$ cat config.mk
export PLATFORM = sky130hd
export DESIGN_NAME = dram_mport_bist
export DESIGN_NICKNAME = d
export VERILOG_FILES = /design/src/rtl/dram_mport_bist.sv
export SDC_FILE = /design/constraint.sdc
export NUM_CORES = 1
export LEC_CHECK = 0
export CAP_MARGIN = 5
export CORE_MARGIN = 5
export CORE_UTILIZATION = 35
export DETAILED_ROUTE_END_ITERATION = 10
export PLACE_DENSITY = 0.65
export SKIP_CTS_REPAIR_TIMING = 1
export SYNTH_ARGS = -nofsm -noshare
export SYNTH_HDL_FRONTEND = slang
export SYNTH_SLANG_ARGS = --single-unit
$ cat constraint.sdc
create_clock -name clk -period 15.3 [get_ports clk]
set_input_delay 3.825 -clock clk [delete_from_list [all_inputs] [get_ports clk]]
set_output_delay 3.825 -clock clk [all_outputs]
set_load 0.05 [all_outputs]
$ cat src/rtl/dram_mport_bist.sv
// Multi-port distributed RAM: one synchronous write port, NUM_RD asynchronous read ports,
// and a fill/check self-test sequencer that can be bypassed by a manual access mode.
module dram_mport_bist #(
  parameter int ADDR_W = 6,
  parameter int DATA_W = 1,
  parameter int NUM_RD = 8
) (
  input  logic                       clk,
  input  logic                       rst_n,
  input  logic                       start,
  input  logic                       manual,
  input  logic                       fault_inj,
  input  logic                       man_we,
  input  logic [ADDR_W-1:0]          man_waddr,
  input  logic [DATA_W-1:0]          man_wdata,
  input  logic [NUM_RD*ADDR_W-1:0]   man_raddr,
  output logic [NUM_RD*DATA_W-1:0]   rdata,
  output logic                       busy,
  output logic                       done,
  output logic                       pass,
  output logic [15:0]                err_count,
  output logic [1:0]                 dbg_state
);

  localparam int DEPTH = 1 << ADDR_W;

  typedef enum logic [1:0] {
    S_IDLE  = 2'd0,
    S_FILL  = 2'd1,
    S_CHECK = 2'd2,
    S_DONE  = 2'd3
  } state_t;

  state_t              state_q, state_d;
  logic                ph_q, ph_d;
  logic [ADDR_W-1:0]   cnt_q, cnt_d;
  logic [15:0]         err_q, err_d;

  logic [DATA_W-1:0]   mem_q [DEPTH];

  logic                idle_like;
  logic                man_sel;
  logic                we;
  logic [ADDR_W-1:0]   waddr;
  logic [DATA_W-1:0]   wdata;
  logic [ADDR_W-1:0]   raddr [NUM_RD];
  logic [15:0]         n_err;
  logic [16:0]         err_sum;

  // Address bits are repeated across the word, then the whole word is flipped by phase.
  function automatic logic [DATA_W-1:0] exp_word(input logic [ADDR_W-1:0] a, input logic ph);
    logic [DATA_W-1:0] r;
    r = '0;
    for (int i = 0; i < DATA_W; i++) begin
      r[i] = a[i % ADDR_W] ^ ph;
    end
    return r;
  endfunction

  always_comb begin
    idle_like = (state_q == S_IDLE) || (state_q == S_DONE);
    man_sel   = manual && idle_like;
    we        = man_sel ? man_we : (state_q == S_FILL);
    waddr     = man_sel ? man_waddr : cnt_q;
    wdata     = exp_word(cnt_q, ph_q);
    if (fault_inj && !ph_q && (cnt_q == '0)) begin
      wdata = ~wdata;
    end
    if (man_sel) begin
      wdata = man_wdata;
    end
    for (int p = 0; p < NUM_RD; p++) begin
      raddr[p] = man_sel ? man_raddr[p*ADDR_W +: ADDR_W] : cnt_q + ADDR_W'(p);
    end
  end

  // Array has no reset so its contents survive rst_n.
  always_ff @(posedge clk) begin
    if (we) begin
      mem_q[waddr] <= wdata;
    end
  end

  always_comb begin
    rdata = '0;
    for (int p = 0; p < NUM_RD; p++) begin
      rdata[p*DATA_W +: DATA_W] = mem_q[raddr[p]];
    end
  end

  always_comb begin
    n_err = '0;
    for (int p = 0; p < NUM_RD; p++) begin
      if (rdata[p*DATA_W +: DATA_W] != exp_word(cnt_q + ADDR_W'(p), ph_q)) begin
        n_err = n_err + 16'd1;
      end
    end
  end

  always_ff @(posedge clk or negedge rst_n) begin
    if (!rst_n) begin
      state_q <= S_IDLE;
      ph_q    <= 1'b0;
      cnt_q   <= '0;
      err_q   <= '0;
    end else begin
      state_q <= state_d;
      ph_q    <= ph_d;
      cnt_q   <= cnt_d;
      err_q   <= err_d;
    end
  end

  always_comb begin
    state_d = state_q;
    ph_d    = ph_q;
    cnt_d   = cnt_q;
    err_d   = err_q;
    err_sum = {1'b0, err_q} + {1'b0, n_err};
    case (state_q)
      S_IDLE, S_DONE: begin
        if (start && !manual) begin
          state_d = S_FILL;
          ph_d    = 1'b0;
          cnt_d   = '0;
          err_d   = '0;
        end
      end
      S_FILL: begin
        cnt_d = cnt_q + 1'b1;
        if (cnt_q == '1) begin
          state_d = S_CHECK;
        end
      end
      S_CHECK: begin
        cnt_d = cnt_q + 1'b1;
        err_d = err_sum[16] ? 16'hFFFF : err_sum[15:0];
        if (cnt_q == '1) begin
          if (!ph_q) begin
            state_d = S_FILL;
            ph_d    = 1'b1;
          end else begin
            state_d = S_DONE;
          end
        end
      end
      default: state_d = S_IDLE;
    endcase
  end

  assign busy      = (state_q == S_FILL) || (state_q == S_CHECK);
  assign done      = (state_q == S_DONE);
  assign pass      = done && (err_q == '0);
  assign err_count = err_q;
  assign dbg_state = state_q;

endmodule

# After elaboration in Yosys (flattened, before gate mapping)
# Memory sizes are Yosys's and may differ from the RTL's.
# Index checks and enable logic that the tools add are counted.
# word_totals
elab_cells	97
mem_bits_ro	0
n_memories	1
out_inout_bits	29
latchBits	0
ram_bits	64
in_bits	61
reg_bits	25
# op_classes
n_bitwise	9
n_div	0
n_mux	35
mul	0
order_cmp	0
reduce_logical	18
shift	0
n_addsub	15
eq_ne	15
# memory_table
name	words	width	read_ports	rd_clocked_by_memory_dff	write_ports	line	rtl
mem_q	64	1	8	0	1	39	logic [DATA_W-1:0] mem_q [DEPTH];
# ops
cell	count
16-bit 2-to-1 mux	9
16-bit by 1-bit adder with 16-bit output, second input constant	7
6-bit 2-to-1 mux	10
16-bit one-hot mux with 2 select lines	1
6-bit by 3-bit adder with 6-bit output, second input constant	4
16-bit by 16-bit adder with 17-bit output	1
16-bit zero test	1
6-bit by 2-bit adder with 6-bit output, second input constant	2
6-bit one-hot mux with 2 select lines	1
1-bit 2-to-1 mux	8
2-bit 2-to-1 mux	4
1-bit != test	8
1-bit XOR	8
6-bit by 1-bit adder with 6-bit output, second input constant	1
6-bit == test, second input constant	1
6-bit zero test	1
2-bit != test, second input constant	3
2-bit one-hot mux with 3 select lines	1
3-bit AND reduction	2
1-bit logical AND	5
2-bit == test, second input constant	2
2-bit OR reduction	2
2-bit by 1-bit == test with 1-bit output, second input constant	1
1-bit zero test	2
other kinds (6)	7

# Depth between registers and ports, before layout
# An unclocked memory read counts as a cell.
# logic_depth
depth_word	24
ltp_mapped	50
mapped_depth_nobuf	45

# Worst setup path before layout
# OpenSTA, ideal clock, no wires.
# synth_path
path_type	input to register
from	in manual
to	reg err_q[11] (netlist: err_count[11])
arrival_ns	12.350
setup_time_ns	0.129
path_buffers	5
required_ns	15.171
slack_ns	2.821
cell_stages	45
path_cell_list	buf_6 and2_1 buf_6 buf_6 a21oi_2 buf_6 mux4_2 a222oi_1 nand4_1 nand4_1 inv_1 xnor2_1 inv_1 ha_1 inv_1 o32a_1 o211ai_1 mux2i_1 [... 9 more ...] mux2_2 ha_1 mux2_2 fa_1 a21oi_1 nor2_1 nor2_1 o21bai_1 a21oi_1 nor2b_1 o21ai_0 nand2b_1 and3_1 nand3_1 nor3_1 clkbuf_1 o21ai_0 o21ai_0
# synth_between
elab_cells_between_ends	40
classes_between	add/sub: 8; eq/ne: 9; mux: 18; reduce/logical: 4; memory: 1
# synth_lines
item	line	rtl
from (decl)	11	input logic manual,
1-bit logical AND *	62	man_sel = manual && idle_like;
6-bit 2-to-1 mux *	73	raddr[p] = man_sel ? man_raddr[p*ADDR_W +: ADDR_W] : cnt_q + ADDR_W'(p);
memory read 64 x 1 bit *	--	
named net rdata[1]	17	output logic [NUM_RD*DATA_W-1:0] rdata,
1-bit != test *	94	if (rdata[p*DATA_W +: DATA_W] != exp_word(cnt_q + ADDR_W'(p), ph_q)) begin
16-bit 2-to-1 mux *	94	
16-bit by 1-bit adder with 16-bit output	95	n_err = n_err + 16'd1;
16-bit 2-to-1 mux *	94	
[... 5 more ...]	--	
16-bit 2-to-1 mux *	94	
16-bit by 1-bit adder with 16-bit output	95	
16-bit 2-to-1 mux *	94	
16-bit by 1-bit adder with 16-bit output	95	
16-bit 2-to-1 mux *	94	
16-bit by 16-bit adder with 17-bit output *	119	err_sum = {1'b0, err_q} + {1'b0, n_err};
16-bit 2-to-1 mux *	137	err_d = err_sum[16] ? 16'hFFFF : err_sum[15:0];
16-bit one-hot mux with 2 select lines *	120	case (state_q)
to (signal assigned)	110	err_q <= err_d;
to (decl)	37	logic [15:0] err_q, err_d;
# Mark *: on every way through the listed nets, which the timed path passes. The rest lies on a longest branch.
# A chain may end at the register's enable or synchronous reset.

# Worst setup path in the final report
# layout_path
from	in manual
to	reg err_q[11] (netlist: err_count[11])
# layout_between
elab_chain_len	22
elab_cells_between_ends	40
classes_between	add/sub: 8; eq/ne: 9; mux: 18; reduce/logical: 4; memory: 1
# layout_lines
item	line
1-bit logical AND	62
6-bit 2-to-1 mux	73
memory read 64 x 1 bit	--
1-bit != test	94
1-bit 2-to-1 mux	94
16-bit by 1-bit adder with 16-bit output	95
16-bit 2-to-1 mux	94
16-bit by 1-bit adder with 16-bit output	95
[... 6 more ...]	--
16-bit 2-to-1 mux	94
16-bit by 1-bit adder with 16-bit output	95
16-bit 2-to-1 mux	94
16-bit by 1-bit adder with 16-bit output	95
16-bit 2-to-1 mux	94
16-bit by 16-bit adder with 17-bit output	119
16-bit 2-to-1 mux	137
16-bit one-hot mux with 2 select lines	120
# Parallel ways exist; a longest one is shown, timed or not.

==> flow_summary.json <==
{
  "status": "finished clean",
  "slew-limit-headroom_pct": 14.42,
  "r2r_start": "dbg_state[0]",
  "final_common_cell": "nor2_1",
  "clock_path_buffers": 2,
  "gr-usage-all-layers_pct": 25.91,
  "dieArea_sq_um": 34430,
  "initial_utilization_pct": 35.36,
  "worst_setup_path_start_kind": "input port",
  "layout-drive-gt1-share_pct": 14.59,
  "clock_sinks": 89,
  "row_count": 64,
  "dp_hpwl_um": 31510,
  "gp_congestion": 1.010,
  "antenna_left": 0,
  "final.min_clock_period_ns": 13.62,
  "async_flop_share_pct": 28.09,
  "crit_fanout": 24,
  "end_kind": "flop",
  "syn_area_sq_um": 10790,
  "worstMarginPinSlew_ns": 1.275,
  "viasPerCell": 6.769,
  "die_w_um": 185.6,
  "clk_pin_slew_worst_paths_ns": 0.07,
  "postSynthAreaPerCell_sq_um": 9.331,
  "nets": 1292,
  "path_common_cell": "ha_1",
  "synth_edf_count": 64,
  "hold_end": "err_count[3]",
  "ys_types": 90,
  "grt_max_degree": 65,
  "drc_errors": 0,
  "cap_violations": 0,
  "ys_seq_elements": 89,
  "setup_viol": 0,
  "hold_class": "flop to flop",
  "h-tree-depth": 3,
  "seq_area_frac_synth_pct": 23.62,
  "holdCritStartpoint": "err_count[3]",
  "cp.required_ns": 15.53,
  "pin_count": 90,
  "finalMaxSlewViolations": 0,
  "rsz0062_at_grt": "no",
  "wire_per_inst_um": 28.71,
  "area_growth_pct": 13.41,
  "synthCells": 1156,
  "fin_cells": 1603,
  "finClkSkew_ns": 0.01473,
  "setup-tns-final_ns": 0,
  "worstSetupPathType": "input port to flop",
  "timing.fmax_mhz": 73.40,
  "routed-via-count": 10850,
  "drtIter0Drc": 1886,
  "slowest_stage": "a21oi_4",
  "yosys.area.top_type": "edfxtp_1",
  "final_cell_mix": "105 x nor2_1, 98 x o21ai_0, 89 x nand2_1, 89 x clkdlybuf4s50_1, 79 x mux4_2",
  "antenna_found_initial": 1,
  "finalCritPeriodShare_pct": 89.05,
  "worstHoldPathCells": 2,
  "dp_cells": 1586,
  "cts_buffers": 9,
  "io_buffers": 89,
  "r2r_cells": 46,
  "core_sq_um": 30510,
  "hold_viol_final": 0,
  "ys_top_cells_by_area": "edfxtp_1 18%, mux4_2 16%, mux2i_1 6.7%, dfrtp_1 5.8%, o21ai_0 4.5%",
  "synthFlopType": "edfxtp_1",
  "clk_latency_ns": 0.36,
  "die_h_um": 185.6,
  "r2r-end": "err_count[11]",
  "grt_pass1_wl_um": 66140,
  "cts_tree": "yes",
  "regToRegSetupSlack_ns": 4.87,
  "drt-total-wl_um": 46030,
  "overflow": 0,
  "cp.arrival_ns": 13.85,
  "synth_top_area_share_pct": 17.82,
  "cts_root_buf": "clkbuf_16",
  "slowest_delay_ns": 0.81,
  "ys_warn_count": 0,
  "firstDrtPassIters": 8,
  "fin_util_pct": 40.10,
  "grt_pass1_vias": 10230
}
[cells by family (layout without fill, tap and decap cells)]
kind of cell	Yosys count	after routing	synth area share, %
adders and majority gates	31	31	3.642
xor gates and xnor gates	46	46	4.002
DFF	89	89	23.62
buffers and inverters	109	157	4.872
muxes	176	176	25.91
other	1	4	0.03477
AOI/OAI and AO/OA	351	351	22.24
and+or+nand+nor	353	353	15.68
[layout make-up]
| type | count | area [sq um] |
|---|---|---|
| antenna | 1 | 2.502 |
| clock buffer | 9 | 225.2 |
| clock inverter | 7 | 63.81 |
| fill | 2989 | 18280 |
| inverter | 32 | 120.1 |
| multi-input combinational | 960 | 7737 |
| sequential | 89 | 2547 |
| tap | 396 | 495.5 |
| timing repair buffer | 109 | 1041 |
[registers in the layout, summed over array words and instances (netlist names)]
register   count
err_count     16
mem_q         64
cnt_q          6
ph_q           1
dbg_state      2
[critical path, delay by kind of cell]
kind	cells	cell delay [ns]
AO/OA/AOI/OAI	14	3.17
XOR/XNOR	2	0.39
adder cells (fa/ha/maj)	6	2.02
buffers and inverters	5	1.53
multiplexers	4	1.08
AND/OR/NAND/NOR	10	1.79
[per-stage QoR]
step / area [sq um] / setup slack, ns / hold WS, ns
floorplan: 10790 / 2.821 / 0.5833
global placement: 11940 / 1.756 / 0.5227
detailed placement: 11940 / 1.490 / 0.5284
CTS: 12230 / 1.822 / 0.5464
global route: 12230 / 0.8716 / 0.5743
finish: 12230 / 1.675 / 0.5375
[synth_stat cells (all sizes together) (15+ instances only)]
library cell / number
nor2: 107
o21ai: 102
nand2: 90
mux4: 79
mux2i: 74
a21oi: 71
nand3: 70
edfxtp: 64
buf: 39
clkbuf: 38
inv: 32
ha: 29
xnor2: 28
dfrtp: 25
mux2: 23
xor2: 17
a211oi: 15
o22ai: 15
[how the worst max path moves through the flow]
stage | start | endpoint | slack, ns | cells after the start
after detailed placement | manual | err_count[11] | 1.49 | 44
after global routing | manual | err_count[11] | 0.87 | 44
final | manual | err_count[11] | 1.68 | 41
after global placement | manual | err_count[11] | 1.76 | 44
after CTS | manual | err_count[11] | 1.82 | 44
after floorplan | manual | err_count[11] | 2.82 | 45
[layer usage]
| metal | up-vias | global-route usage [%] | wire length (um) |
|---|---|---|---|
| met5 | - | 1.143 | 0 |
| met4 | 0 | 12.30 | 2584 |
| met3 | 173 | 8.990 | 6947 |
| met2 | 849 | 37.02 | 18980 |
| met1 | 5209 | 35.04 | 17510 |
| li1 | 4620 | - | - |
Power is not shown: default switching activity piles up to over one toggle a cycle in this logic, so the estimate is an artifact.
